File: src/rtl/sample_stream_out.sv
// Output stage for filter samples: offset-binary to two's-complement conversion, a start-of-run
// discard window, and a first-word-fall-through FIFO with sticky drop statistics.
module sample_stream_out #(
    parameter int WIDTH = 14,
    parameter int DEPTH = 8,
    parameter int SKIP  = 4
) (
    input  logic                     clk,
    input  logic                     rst,
    input  logic [WIDTH-1:0]         in,
    input  logic                     in_stb,
    input  logic                     filt_valid,
    input  logic                     clr,
    output logic [WIDTH-1:0]         out_data,
    output logic                     out_valid,
    input  logic                     out_ready,
    output logic [$clog2(DEPTH):0]   level,
    output logic                     overflow,
    output logic [7:0]               drop_cnt
);

    localparam int AW = $clog2(DEPTH);
    localparam int PW = AW + 1;

    typedef enum logic [1:0] {
        ST_IDLE,
        ST_SKIP,
        ST_RUN
    } state_t;

    state_t           state_reg;
    logic [7:0]       skip_cnt_reg;
    logic [PW-1:0]    wr_ptr_reg;
    logic [PW-1:0]    rd_ptr_reg;
    logic             overflow_reg;
    logic [7:0]       drop_cnt_reg;
    logic [WIDTH-1:0] mem [DEPTH];

    logic             accept;
    logic             push_req;
    logic             full;
    logic             pop;
    logic             push;
    logic             drop;
    logic             skip_last;
    logic [WIDTH-1:0] conv_word;

    // Offset binary becomes two's complement by inverting the sign bit only.
    assign conv_word = {~in[WIDTH-1], in[WIDTH-2:0]};

    assign accept    = in_stb & filt_valid;
    assign push_req  = accept & (state_reg == ST_RUN);
    assign level     = wr_ptr_reg - rd_ptr_reg;
    assign out_valid = (level != '0);
    assign full      = (level == PW'(DEPTH));
    assign pop       = out_valid & out_ready;
    // A full FIFO still takes a word when the head leaves in the same cycle.
    assign push      = push_req & (~full | pop);
    assign drop      = push_req & full & ~pop;
    assign skip_last = (({1'b0, skip_cnt_reg} + 9'd1) == 9'(SKIP));

    always_ff @(posedge clk or posedge rst) begin
        if (rst) begin
            state_reg    <= ST_IDLE;
            skip_cnt_reg <= 8'd0;
        end else if (!filt_valid) begin
            state_reg    <= ST_IDLE;
            skip_cnt_reg <= 8'd0;
        end else begin
            case (state_reg)
                ST_IDLE: begin
                    state_reg    <= (SKIP > 0) ? ST_SKIP : ST_RUN;
                    skip_cnt_reg <= 8'd0;
                end
                ST_SKIP: begin
                    if (accept) begin
                        if (skip_last) begin
                            state_reg    <= ST_RUN;
                            skip_cnt_reg <= 8'd0;
                        end else begin
                            skip_cnt_reg <= skip_cnt_reg + 8'd1;
                        end
                    end
                end
                ST_RUN: begin
                    state_reg <= ST_RUN;
                end
                default: begin
                    state_reg    <= ST_IDLE;
                    skip_cnt_reg <= 8'd0;
                end
            endcase
        end
    end

    always_ff @(posedge clk or posedge rst) begin
        if (rst) begin
            wr_ptr_reg <= '0;
            rd_ptr_reg <= '0;
        end else begin
            if (push) begin
                wr_ptr_reg <= wr_ptr_reg + PW'(1);
            end
            if (pop) begin
                rd_ptr_reg <= rd_ptr_reg + PW'(1);
            end
        end
    end

    always_ff @(posedge clk) begin
        if (push) begin
            mem[wr_ptr_reg[AW-1:0]] <= conv_word;
        end
    end

    assign out_data = mem[rd_ptr_reg[AW-1:0]];

    // clr takes priority over a coincident drop.
    always_ff @(posedge clk or posedge rst) begin
        if (rst) begin
            overflow_reg <= 1'b0;
            drop_cnt_reg <= 8'd0;
        end else if (clr) begin
            overflow_reg <= 1'b0;
            drop_cnt_reg <= 8'd0;
        end else if (drop) begin
            overflow_reg <= 1'b1;
            if (drop_cnt_reg != 8'hFF) begin
                drop_cnt_reg <= drop_cnt_reg + 8'd1;
            end
        end
    end

    assign overflow = overflow_reg;
    assign drop_cnt = drop_cnt_reg;

endmodule

File: config.mk
export PLATFORM = sky130hd
export DESIGN_NAME = sample_stream_out
export DESIGN_NICKNAME = d
export VERILOG_FILES = /design/src/rtl/sample_stream_out.sv
export SDC_FILE = /design/constraint.sdc
export NUM_CORES = 1
export LEC_CHECK = 0
export CORE_MARGIN = 2
export CORE_UTILIZATION = 35
export DETAILED_ROUTE_END_ITERATION = 8
export PLACE_DENSITY_LB_ADDON = 0.08
export SKIP_LAST_GASP = 1
export SLEW_MARGIN = 0
export SYNTH_ARGS = -nofsm -noshare
export SYNTH_HDL_FRONTEND = slang
export SYNTH_SLANG_ARGS = --single-unit
export TNS_END_PERCENT = 5
File: constraint.sdc
create_clock -name clk -period 8.45 [get_ports clk]
set_input_delay 2.535 -clock clk [delete_from_list [all_inputs] [get_ports clk]]
set_output_delay 2.535 -clock clk [all_outputs]
set_load 0.005 [all_outputs]
==> impl_summary.txt <==
----------------------------------------------------
[GRT]
  Total grt overflow ... 0
  Wire length of the first global-routing pass ... 19.7 mm
  Antenna violations before repair ... 0
  Maximum number of pins on one net before global-route repair ... 33
  All-layer global routing usage ... 0.147
  Via count of the first global-routing pass ... 3485

[STA]
  Max Clk Rate ... 163 MHz
  Shortest period the worst path allows ... 6.12 ns
  Setup repair after global routing missed its margin ... no
  Accumulated negative setup slack ... 0 ns
  Measured slew at the worst slew-check pin ... 0.774 ns
  Clock Skews ... 0.00753 ns
  Headroom to the max-slew limit ... 0.484
  Period Utilization, post-route ... 0.724
  Final Max Tran Viols ... 0
  Count of final setup violators ... 0
  Final Hold Fails ... 0

[CTS]
  Clock H-tree levels ... 4
  Setup Buffers After CTS ... 0
  Post-cts resize count ... 0
  Clock-pin transition on the worst setup and hold timing paths ... 0.05 ns
  Bufs on Longest Clock Path ... 2
  Sink count of the clock tree ... 139
  Count of hold buffers inserted by post-cts repair ... 0
  Clock tree from TritonCTS ... yes
  CTS root buffer ... clkbuf_16
  TritonCTS Buffers ... 17
  Skew-Pair Late Insertion Delay ... 0.42 ns

[Pwr]
  Power density cells ... 305 nW/um^2
  Leakage ... 2.66 nW
  Max IR drop VDD ... 0.000139 V
  Design Power ... 2.24 mW

[Finish]
  Post-layout utilization of the core ... 0.441
  Synthesis-to-layout area growth ... 22.6%
  Final cell count without fillers ... 678
  Number of flip-flops under the largest register name ... 112
  Number of diodes added for antenna fixing ... 0
  Total non-filler cell area in the finished layout ... 7370 sq um
  Share of layout cells above drive strength 1 ... 0.186
  Net count of the finished layout ... 478

[Synth]
  Gate Count Post-Synth ... 385
  FFs w/ async S/R, synth ... 0.194
  Flip-flop cell with the highest count after synthesis ... edfxtp_1
  Sequential element share of the synthesized area ... 0.672
  Number of library cell types mapped by synthesis ... 56
  Yosys warnings ... 0
  Number of flops mapped to enable cells by yosys ... 112
  FF+latch count, synth ... 139
  Summed instance area of the synthesized netlist ... 6010 sq um
  Post-Synthesis Mean Instance Area ... 15.6 sq um
  Syn_nets ... 417
  Largest cells by area after synthesis ... edfxtp_1 56%, dfrtp_1 11%, mux4_2 10%
  Library cell occupying the most area in the post-synthesis netlist ... edfxtp_1
  Area share of the largest cell type after synthesis ... 0.560

[Drt]
  Iteration-0 DRC count of the detailed router ... 212
  Routed wire length ... 12.5 mm
  Drt drc ... 0
  Routed wire per std cell ... 18.4 microns
  Average vias per placed instance ... 5.05
  Number of vias in the routed layout ... 3421
  DRT antenna net count ... 0
  Count of TritonRoute iterations in the first routing pass ... 4

[Worst setup path]
  Req. time, crit path ... 5.92 ns
  Cell depth of the worst flop-to-flop path ... 7
  Startpoint of the lowest-slack register-to-register path ... rd_ptr_reg[2]
  Launching instance or port of the critical path ... rd_ptr_reg[2]
  Critical path capture point ... level[3]
  Max incr delay on CP ... 0.84 ns
  Type of the worst setup path ... register to primary output
  Endpoint of the worst-slack reg-to-reg timing path ... mem[7][12]
  Number of buffers and inverters on the critical path ... 3
  CP max stage cell ... dfrtp_1
  Crit path launch type ... register
  Worst path depth ... 7
  Arrival time reported for the critical path endpoint ... 3.58 ns
  Reg2Reg Setup Slack ... 4.43 ns
  Crit path max fanout ... 17
  Cell breakdown of the critical path ... inv_1 > ha_1 > and3b_1 > or3_1 > nand2_1 > inv_2 > clkdlybuf4s50_1
  Critical path endpoint category ... primary output
  Gate family responsible for the most delay along the worst path ... buffers and inverters

[Placed design]
  Placed wire-length estimate ... 7.44 mm
  GP Congestion ... 0.718
  Port Buffer Count ... 47
  Placed Area ... 6810 sq um
  Number of placed instances, taps included ... 647

[Floorplanning]
  Area enclosed by the die boundary ... 18200 sq um
  Die Wd ... 135 microns
  Starting density of the core ... 0.360
  Boundary pin count ... 48
  Die extent in y ... 135 microns
  Area inside the core boundary ... 16700 sq um
  Rows ... 47

[Flow run]
  Max_cap viols ... 0

[Outcome]
  Result of the run ... completed

[Worst hold path]
  Start point of the worst min-delay path ... rd_ptr_reg[3]
  Worst min path class ... register to register

----------------------------------------------------
cells in the final DEF (no fill, tap or decap), drive strengths merged, types with 3 or more instances in the layout:
master	n
clkdlybuf4s50	47
or4	3
o21ai	11
edfxtp	112
inv	18
a21boi	3
clkinv	7
nand4	7
o211ai	3
clkbuf	19
nor2b	8
xor2	5
a21oi	4
xnor2	7
ha	11
dfrtp	27
nor3	8
mux2	7
nand3	5
nand2	60
mux4	28
buf	10
nor2	11
synth_stat cells (all sizes together) (2+ instances only):
cell type / n
clkbuf: 7
nand2b: 2
buf: 8
a21boi: 3
nor3: 8
o211ai: 3
inv: 16
nor2: 11
and3: 2
mux2: 7
nor2b: 8
a21o: 2
ha: 11
and4: 2
nor4b: 2
or3: 2
xor2: 5
nand4: 7
xnor2: 7
o211a: 2
nand3: 5
nor4: 2
or4: 3
dfrtp: 27
mux4: 28
a31oi: 2
nand2: 60
o21ai: 11
edfxtp: 112
a21oi: 4
area by class of cell:
class	count	area (sq um)
multi-input combinational	215	1890
clock inverter	12	124
timing repair buffer	57	546
sequential	139	4040
inverter	16	60.1
fill	1507	9340
clock buffer	19	433
tap	220	275
worst register-to-register path, delay by kind of cell (launching register included):
kind | cells | cell delay, ns
buffers and inverters | 2 | 1.14
AND/OR/NAND/NOR | 3 | 0.83
AO/OA/AOI/OAI | 1 | 0.35
flip-flops | 1 | 0.84
adder cells (fa/ha/maj) | 1 | 0.48
power by group:
group          internal, mW  total [mW]  switching (mW)
Sequential            0.772       0.825          0.0523
Clock                 0.430       0.702           0.272
Combinational         0.376       0.716           0.340
Total                  1.58        2.24           0.665
kinds of logic (layout without fill, tap and decap cells):
| group | count (synthesis) | in the layout | synth area share |
|---|---|---|---|
| compound gates | 35 | 35 | 0.0441 |
| xor+xnor | 12 | 12 | 0.0175 |
| fa+ha+maj | 12 | 12 | 0.0262 |
| buf+inv | 31 | 104 | 0.0204 |
| flops | 139 | 139 | 0.672 |
| mux | 36 | 36 | 0.120 |
| simple gates | 120 | 120 | 0.0998 |
metal layers:
metal	vias to the layer above	share of wire	track usage	routed length, microns
li1	1599	-	-	-
met1	1764	0.47	0.197	5870
met2	42	0.49	0.234	6100
met3	16	0.024	0.0327	297
met4	0	0.017	0.0556	206
met5	-	0	0	0
stage by stage:
stage,hold WS (ns),setup slack [ns]
after floorplan,0.462,3.71
after global placement,0.490,2.77
after detailed placement,0.491,2.70
after CTS,0.499,2.23
after global routing,0.509,2.13
final,0.489,2.33
worst min path at each step:
stage	endpoint	slack [ns]	depth (start not counted)
final	rd_ptr_reg[3]	0.49	1
after global routing	rd_ptr_reg[3]	0.51	1
after CTS	rd_ptr_reg[3]	0.50	1
after detailed placement	rd_ptr_reg[3]	0.49	1
after global placement	rd_ptr_reg[3]	0.49	1
after floorplan	rd_ptr_reg[3]	0.46	1
Note: power is estimated with default switching activity, not from simulation.
